### src/rtl/seg7_pkg.sv
// seg7_pkg: shared types and constants for the 4-digit seven-segment scan driver.
//   bcd_t      - 4-bit BCD digit
//   SEG_BLANK  - all segments off (active-low)
//   SEG_TABLE  - 16-entry digit-to-segment table, {g,f,e,d,c,b,a}, active-low;
//                codes 10-15 decode to blank
package seg7_pkg;

  typedef logic [3:0] bcd_t;

  localparam logic [6:0] SEG_BLANK = 7'b1111111;

  // Entry [n] holds the pattern for code n; the concatenation lists 15 down to 0.
  localparam logic [15:0][6:0] SEG_TABLE = {
    SEG_BLANK,     // 15
    SEG_BLANK,     // 14
    SEG_BLANK,     // 13
    SEG_BLANK,     // 12
    SEG_BLANK,     // 11
    SEG_BLANK,     // 10
    7'b0010000,    // 9
    7'b0000000,    // 8
    7'b1111000,    // 7
    7'b0000010,    // 6
    7'b0010010,    // 5
    7'b0011001,    // 4
    7'b0110000,    // 3
    7'b0100100,    // 2
    7'b1111001,    // 1
    7'b1000000     // 0
  };

endpackage

### src/rtl/seg7_decoder.sv
// seg7_decoder: purely combinational BCD to seven-segment decode.
//   bcd - input digit code (0-15)
//   seg - {g,f,e,d,c,b,a}, active-low; codes 10-15 give all segments off
module seg7_decoder
  import seg7_pkg::*;
(
  input  bcd_t       bcd,
  output logic [6:0] seg
);

  always_comb begin
    seg = SEG_TABLE[bcd];
  end

endmodule

### src/rtl/seg7_scan_driver.sv
// seg7_scan_driver: time-multiplexed driver for a 4-digit common-anode display.
//   clk, reset      - rising-edge clock, asynchronous active-high reset
//   digits_in/dp_in - BCD digits and decimal points, index 0 = rightmost digit
//   load            - strobe capturing digits_in/dp_in into a pending buffer
//   blank           - forces all anodes off; scanning and loading continue
//   an, seg, dp     - active-low anodes, segments {g..a} and decimal point
//   frame_done      - one-cycle pulse after each full 4-digit scan
// Parameter REFRESH_COUNT: clk cycles per digit slot (>= 2).
// Build option: define SEG7_LEADING_ZERO_BLANK_EN to blank leading zeros
// (digit 0 always shown, decimal points unaffected).
module seg7_scan_driver
  import seg7_pkg::*;
#(
  parameter int unsigned REFRESH_COUNT = 100000
)
(
  input  logic       clk,
  input  logic       reset,
  input  bcd_t       digits_in [3:0],
  input  logic [3:0] dp_in,
  input  logic       load,
  input  logic       blank,
  output logic [3:0] an,
  output logic [6:0] seg,
  output logic       dp,
  output logic       frame_done
);

  localparam int unsigned     CW       = $clog2(REFRESH_COUNT);
  localparam logic [CW-1:0]   CNT_LAST = CW'(REFRESH_COUNT - 1);

  logic [CW-1:0] cnt_q, cnt_d;
  logic [1:0]    idx_q, idx_d;
  bcd_t          act_dig_q [3:0];
  bcd_t          act_dig_d [3:0];
  logic [3:0]    act_dp_q, act_dp_d;
  bcd_t          pend_dig_q [3:0];
  bcd_t          pend_dig_d [3:0];
  logic [3:0]    pend_dp_q, pend_dp_d;
  logic          pend_vld_q, pend_vld_d;
  logic [3:0]    an_q, an_d;
  logic [6:0]    seg_q, seg_d;
  logic          dp_q, dp_d;
  logic          fd_q, fd_d;

  logic          wrap;
  logic          boundary;
  logic          lz_blank;
  logic [6:0]    dec_seg;

  // Scan timing and buffer management
  always_comb begin
    wrap       = (cnt_q == CNT_LAST);
    boundary   = wrap && (idx_q == 2'd3);
    cnt_d      = wrap ? '0 : cnt_q + CW'(1);
    idx_d      = wrap ? idx_q + 2'd1 : idx_q;
    pend_dig_d = pend_dig_q;
    pend_dp_d  = pend_dp_q;
    pend_vld_d = pend_vld_q;
    act_dig_d  = act_dig_q;
    act_dp_d   = act_dp_q;
    if (boundary) begin
      // A load landing on the boundary itself is newer than anything pending,
      // so it goes straight to the active set and the pending copy is dropped.
      pend_vld_d = 1'b0;
      if (load) begin
        act_dig_d = digits_in;
        act_dp_d  = dp_in;
      end else if (pend_vld_q) begin
        act_dig_d = pend_dig_q;
        act_dp_d  = pend_dp_q;
      end
    end else if (load) begin
      pend_dig_d = digits_in;
      pend_dp_d  = dp_in;
      pend_vld_d = 1'b1;
    end
  end

  seg7_decoder u_dec (
    .bcd (act_dig_q[idx_q]),
    .seg (dec_seg)
  );

`ifdef SEG7_LEADING_ZERO_BLANK_EN
  always_comb begin
    lz_blank = 1'b0;
    case (idx_q)
      2'd3:    lz_blank = (act_dig_q[3] == 4'd0);
      2'd2:    lz_blank = (act_dig_q[3] == 4'd0) && (act_dig_q[2] == 4'd0);
      2'd1:    lz_blank = (act_dig_q[3] == 4'd0) && (act_dig_q[2] == 4'd0)
                          && (act_dig_q[1] == 4'd0);
      default: lz_blank = 1'b0;
    endcase
  end
`else
  always_comb begin
    lz_blank = 1'b0;
  end
`endif

  // Output next-state: everything derives from the current index/active set
  // and is registered, so outputs trail those by one cycle.
  always_comb begin
    an_d  = blank ? '1 : ~(4'b0001 << idx_q);
    seg_d = lz_blank ? SEG_BLANK : dec_seg;
    dp_d  = ~act_dp_q[idx_q];
    fd_d  = boundary;
  end

  always_ff @(posedge clk or posedge reset) begin
    if (reset) begin
      cnt_q      <= '0;
      idx_q      <= '0;
      act_dig_q  <= '{default: '0};
      act_dp_q   <= '0;
      pend_dig_q <= '{default: '0};
      pend_dp_q  <= '0;
      pend_vld_q <= 1'b0;
      an_q       <= '1;
      seg_q      <= SEG_BLANK;
      dp_q       <= 1'b1;
      fd_q       <= 1'b0;
    end else begin
      cnt_q      <= cnt_d;
      idx_q      <= idx_d;
      act_dig_q  <= act_dig_d;
      act_dp_q   <= act_dp_d;
      pend_dig_q <= pend_dig_d;
      pend_dp_q  <= pend_dp_d;
      pend_vld_q <= pend_vld_d;
      an_q       <= an_d;
      seg_q      <= seg_d;
      dp_q       <= dp_d;
      fd_q       <= fd_d;
    end
  end

  assign an         = an_q;
  assign seg        = seg_q;
  assign dp         = dp_q;
  assign frame_done = fd_q;

endmodule

### config.mk
export PLATFORM = sky130hd
export DESIGN_NAME = seg7_scan_driver
export DESIGN_NICKNAME = d
export VERILOG_FILES = /design/src/rtl/seg7_pkg.sv /design/src/rtl/seg7_decoder.sv /design/src/rtl/seg7_scan_driver.sv
export SDC_FILE = /design/constraint.sdc
export NUM_CORES = 1
export LEC_CHECK = 0
export ABC_CLOCK_PERIOD_IN_PS = 3600
export CAP_MARGIN = 5
export CORE_MARGIN = 2
export CORE_UTILIZATION = 30
export CTS_BUF_LIST = sky130_fd_sc_hd__clkbuf_16
export DETAILED_ROUTE_END_ITERATION = 8
export GPL_TIMING_DRIVEN = 0
export PLACE_DENSITY = 0.55
export SLEW_MARGIN = 20
export SYNTH_ARGS = -nofsm -noshare
export SYNTH_HDL_FRONTEND = slang
export SYNTH_HIERARCHICAL = 1
export SYNTH_SLANG_ARGS = --single-unit
### constraint.sdc
create_clock -name clk -period 3.6 [get_ports clk]
set_input_delay 0.36 -clock clk [delete_from_list [all_inputs] [get_ports clk]]
set_output_delay 0.36 -clock clk [all_outputs]
set_load 0.02 [all_outputs]
Yosys cells after proc, flatten, opt, wreduce, memory -nomap -nowiden
Memories as Yosys holds them, arrays and structs flattened. A register that Yosys moved wholly into a read port is not among the register bits.
Index checks and enable logic that the tools add are counted.
{"block": "classes", "div": 0, "shifts": 1, "n_reduce_logical": 5, "muxes": 12, "multipliers": 0, "bitwise_logic": 3, "eq_ne": 2, "n_addsub": 2, "n_lt_le_gt_ge": 1}
{"operator": "16-bit 2-to-1 mux", "count": 2}
{"operator": "17-bit by 1-bit adder with 17-bit output, second input constant", "count": 1}
{"operator": "17-bit == test, second input constant", "count": 1}
{"operator": "17-bit 2-to-1 mux", "count": 1}
{"operator": "4-bit 2-to-1 mux", "count": 4}
{"operator": "4-bit binary-select mux with 2-bit select", "count": 1}
{"operator": "4-bit inverter", "count": 1}
{"operator": "2-bit AND reduction", "count": 2}
{"operator": "2-bit nonzero test", "count": 2}
{"operator": "1-bit by 2-bit left shift with 4-bit output, first input constant", "count": 1}
{"operator": "2-bit by 3-bit less-than comparator with 1-bit output, second input constant", "count": 1}
{"operator": "1-bit 2-to-1 mux", "count": 3}
{"operator": "2-bit by 1-bit adder with 2-bit output, second input constant", "count": 1}
{"operator": "1-bit binary-select mux with 2-bit select", "count": 1}
{"operator": "2-bit == test, second input constant", "count": 1}
{"operator": "1-bit inverter", "count": 2}
{"operator": "1-bit logical AND", "count": 1}
{"block": "totals", "word_cells": 43, "inputBits": 24, "n_memories": 1, "ff_bits": 66, "mem_bits_ro": 112, "ram_bits": 0, "latch_bits": 0}
{"name": "(name not given)", "depth": 16, "width": 7, "rd": 1, "rd_ports_with_merged_regs": 1, "write_ports": 0, "line_no": "seg7_decoder.sv:12", "rtl": "seg = SEG_TABLE[bcd];"}

Logic depth before layout (Yosys ltp)
{"block": "depth", "ltp_word": 4, "ltp_mapped": 7, "mapped_depth_nobuf": 6}

Hierarchy
The synthesis kept the hierarchy.
{"module": "seg7_scan_driver", "cells_per_inst": 257, "area_each_um2": 3394.5, "n_inst": 1, "seq_area_each_um2": 1841.8}
{"module": "seg7_decoder", "cells_per_inst": 31, "area_each_um2": 200.2, "n_inst": 1, "seq_area_each_um2": 0.0}

Worst setup path after synthesis
No wires, ideal clock.
{"block": "synth_timing", "path_type": "register to register", "start": "register cnt_q[0]", "end": "register pend_dig_q[0] (netlist bit)", "period_less_slack_ps": 1923, "path_slack_ps": 1677, "arrival_ps": 1798, "stages_incl_launch_ff": 8, "setup_ps": 125, "cell_sequence": "dfrtp_1 ha_1 and4_1 and4_1 buf_6 a21boi_4 buf_12 mux2_4"}
{"block": "synth_via", "elab_chain_cells": 4}
{"element": "from (decl)", "line_no": "seg7_scan_driver.sv:32", "rtl": "logic [CW-1:0] cnt_q, cnt_d;"}
{"element": "from (signal assigned)", "line_no": "seg7_scan_driver.sv:125", "rtl": "cnt_q <= cnt_d;"}
{"element": "17-bit == test", "line_no": "seg7_scan_driver.sv:53", "rtl": "wrap = (cnt_q == CNT_LAST);"}
{"element": "1-bit logical AND", "line_no": "seg7_scan_driver.sv:54", "rtl": "boundary = wrap && (idx_q == 2'd3);"}
{"element": "1-bit inverter (no source line)"}
{"element": "2-bit AND reduction (no source line)"}
{"element": "to (signal assigned)", "line_no": "seg7_scan_driver.sv:129", "rtl": "pend_dig_q <= pend_dig_d;"}
{"element": "to (decl)", "line_no": "seg7_scan_driver.sv:37", "rtl": "bcd_t pend_dig_q [3:0];"}
No other way between the ends.
A chain may end at the register's enable or synchronous reset.

Worst setup path in the final report
{"block": "layout_timing", "start": "register idx_q[0]", "end": "register seg_q[3] (netlist: seg[3])"}
{"block": "layout_via", "elab_chain_cells": 2}
{"element": "from (decl)", "line_no": "seg7_scan_driver.sv:33", "rtl": "logic [1:0] idx_q, idx_d;"}
{"element": "from (signal assigned)", "line_no": "seg7_scan_driver.sv:126", "rtl": "idx_q <= idx_d;"}
{"element": "4-bit binary-select mux with 2-bit select", "line_no": "seg7_scan_driver.sv:81", "rtl": ".bcd (act_dig_q[idx_q]),"}
{"element": "4-bit 2-to-1 mux (implied by the code)", "line_no": "seg7_scan_driver.sv:81"}
{"element": "to (decl)", "line_no": "seg7_scan_driver.sv:42", "rtl": "logic [6:0] seg_q, seg_d;"}
No other way between the ends. The select of a mux whose other input is x is not followed.

==> flow_metrics.tcl <==
set metrics [dict create \
    status "finished clean" \
    finalHoldViolCount 0 \
    path_clk_slew_ns 0.06 \
    synth_edf_count 0 \
    viasPerCell 4.90 \
    grt_pass1_wl_um 13200 \
    final_antenna_net_count 0 \
    p_leak_nw 1.92 \
    wl_um 7580 \
    crit_path_start "idx_q[0]$_DFFE_PP0N_" \
    top_layer_used "met4" \
    dp_hpwl_um 5230 \
    dr_total_vias 2374 \
    cts_tree "done" \
    initial_core_util_pct 31.1 \
    synth_nets 322 \
    grtUsageTotal_pct 13.2 \
    gp_congestion 0.796 \
    synth_area_leaders "dfrtp_1 42%, dfstp_2 8.8%, mux2_4 8.4%, ha_1 3.5%, mux4_2 3.1%" \
    grt_start_max_net_pins 57 \
    syn_to_final_growth_pct 23.8 \
    setup_viol 0 \
    synth_cells 288 \
    core_um2 11600 \
    syn_avg_cell_area_um2 12.5 \
    port-buffer-count 36 \
    place_inst 468 \
    insertedDiodeCount 0 \
    r2r_slack_ns 1.42 \
    cts_hold_buffers 0 \
    synth_cell_types 47 \
    ios 37 \
    wire_per_inst_um 15.7 \
    dieWidth_um 113 \
    setup_tns_ns 0 \
    max_slew_margin_pct 66.3 \
    post-cts-setup-buffers 0 \
    yosysTopAreaCellShare_pct 42.5 \
    required_ns 3.86 \
    drive_gt1_share_pct 19.9 \
    ys_warn_count 6 \
    clockBufferDepth 2 \
    period_needed_ns 2.18 \
    r2r_start "idx_q[0]$_DFFE_PP0N_" \
    synthFlopType "dfrtp_1" \
    post-route-util_pct 38.5 \
    skew_ns 0.00568 \
    crit_arrival_ns 2.44 \
    numCtsBuffers 9 \
    grt_pass1_vias 2552 \
    dieArea_um2 12900 \
    finalMaxSlewViolations 0 \
    antenna_found_initial 0 \
    r2r_end "seg[3]$_DFF_PP1_" \
    synth_common_cells "61 x dfrtp_1, 21 x nor2_1, 20 x mux2_4" \
    grt_overflow 0 \
    insertion_delay_ns 0.34 \
    cts_root_buffer "clkbuf_16" \
    nets 370 \
    met2_length_um 3560 \
    end_kind "register" \
    cts_num_sinks 73 \
    die_h_um 113 \
    synth_seq_cells 73 \
    hp-class "input pin to async pin" \
    route.met3.wl_um 314 \
    critPathLaunchType "register" \
    cp_max_fo 6 \
    rsz0062_at_grt "false" \
    ir_drop_mv 0.188 \
    layout.cells.non_filler 484 \
    syn-cell-area_um2 3590 \
    max_freq_mhz 458 \
    yosysMostFrequentCell "dfrtp_1" \
    crit_type "register to register" \
    drt_pass1_iterations 4 \
    drcViolationCount 0 \
    std_cell_rows 39 \
    power_density_nw_per_um2 421 \
    tightest_slew_ns 0.506 \
    ctsHtreeMaxLevel 3 \
    ys_seq_area_share_pct 51.2 \
    fin_crit_sh_pct 60.6 \
    rr_worst_depth 7 \
    drtIter0Drc 75 \
    cts_resized 0 \
    cap_violations 0 \
    met1_length_um 3610 \
    async_flop_share_pct 100 \
    yosys.area.top_type "dfrtp_1" \
]
-- critical path, cell delays in order (launching register included) --
cell and delay, ns:
dfrtp_1 0.37, clkbuf_1 0.42, mux4_2 0.65, inv_1 0.15, ha_1 0.24, nand2_1 0.09, a21oi_1 0.07, nor2_1 0.12
-- routing by layer --
metal / vias up / track usage (%)
met5: - / 0
met4: 0 / 4.15
met3: 9 / 4.30
met2: 50 / 20.8
met1: 1168 / 17.4
li1: 1147 / -
-- area by class of cell --
cell class                 instances  area (um2)
sequential                        73        1840
inverter                           8        32.5
buffer                            18         136
clock buffer                       9         225
tap                              143         179
multi-input combinational        189        1590
timing repair buffer              37         388
fill                            1137        7110
clock inverter                     7        61.3
-- flip-flops by register name, summed over array words and instances, names as in the netlist --
| name | count |
|---|---|
| cnt_q | 17 |
| act_dig_q | 16 |
| pend_dig_q | 16 |
| seg | 7 |
| act_dp_q | 4 |
| an | 4 |
| pend_dp_q | 4 |
| idx_q | 2 |
| dp | 1 |
| frame_done | 1 |
| pend_vld_q | 1 |
-- logic make-up after synthesis --
group,Yosys count,synth area share (%)
muxes,26,11.8
adders and majority gates,10,3.48
and+or+nand+nor,85,13.7
buffers and inverters,26,4.63
xor gates and xnor gates,14,3.41
DFF,73,51.2
AOI/OAI and AO/OA,54,11.7
-- power breakdown --
| group | total (W) | internal [W] | leakage [nW] | switching [W] |
|---|---|---|---|---|
| Combinational | 0.000137 | 0.0000802 | 0.873 | 0.0000569 |
| Clock | 0.000869 | 0.000529 | 0.144 | 0.000340 |
| Sequential | 0.000868 | 0.000852 | 0.901 | 0.0000165 |
| Total | 0.00187 | 0.00146 | 1.92 | 0.000413 |
-- cells in the final DEF (no fill, tap or decap), types with 3 or more instances in the layout --
master / netlist / routed
nor2_1: 21 / 21
mux2_4: 20 / 20
nor3_1: 8 / 8
buf_4: 3 / 3
nand3_1: 6 / 6
nand2_1: 11 / 11
o21ai_0: 6 / 6
a22oi_1: 7 / 7
nand2b_1: 7 / 7
clkbuf_16: 0 / 9
and4_1: 5 / 5
inv_1: 8 / 7
buf_6: 3 / 3
mux4_2: 5 / 5
and2_1: 5 / 5
clkbuf_1: 7 / 7
a31oi_1: 8 / 8
ha_1: 10 / 10
o2bb2ai_1: 10 / 10
xor2_1: 9 / 9
and3b_1: 3 / 3
dfstp_2: 12 / 12
xnor2_1: 5 / 5
o221a_1: 7 / 7
dfrtp_1: 61 / 61
nand4_1: 4 / 4
a21oi_1: 9 / 9
clkinv_2: 0 / 3
clkdlybuf4s50_1: 0 / 36
-- per-stage QoR --
stage,hold slack [ns],setup slack [ns],power [W],instance area [um2]
CTS,0.314,1.36,0.00191,4450
finish,0.314,1.42,0.00187,4450
global placement,0.472,0.0841,0.00102,4130
global route,0.336,1.23,0.00195,4450
floorplan,0.448,1.41,0.000962,3590
detailed placement,0.473,1.29,0.00102,4160
-- how the worst max path moves through the flow --
stage	to	slack [ns]	cells past startpoint
2_1_floorplan	act_dig_q[0]$_DFFE_PP0P_	1.41	1
3_3_place_gp	pend_dig_q[13]$_DFFE_PP0P_	0.08	2
3_5_place_dp	act_dig_q[12]$_DFFE_PP0P_	1.29	5
4_1_cts	seg[3]$_DFF_PP1_	1.36	7
5_1_grt	seg[0]$_DFF_PP1_	1.23	7
6_report	seg[3]$_DFF_PP1_	1.42	7
(Power assumes the default switching activity.)
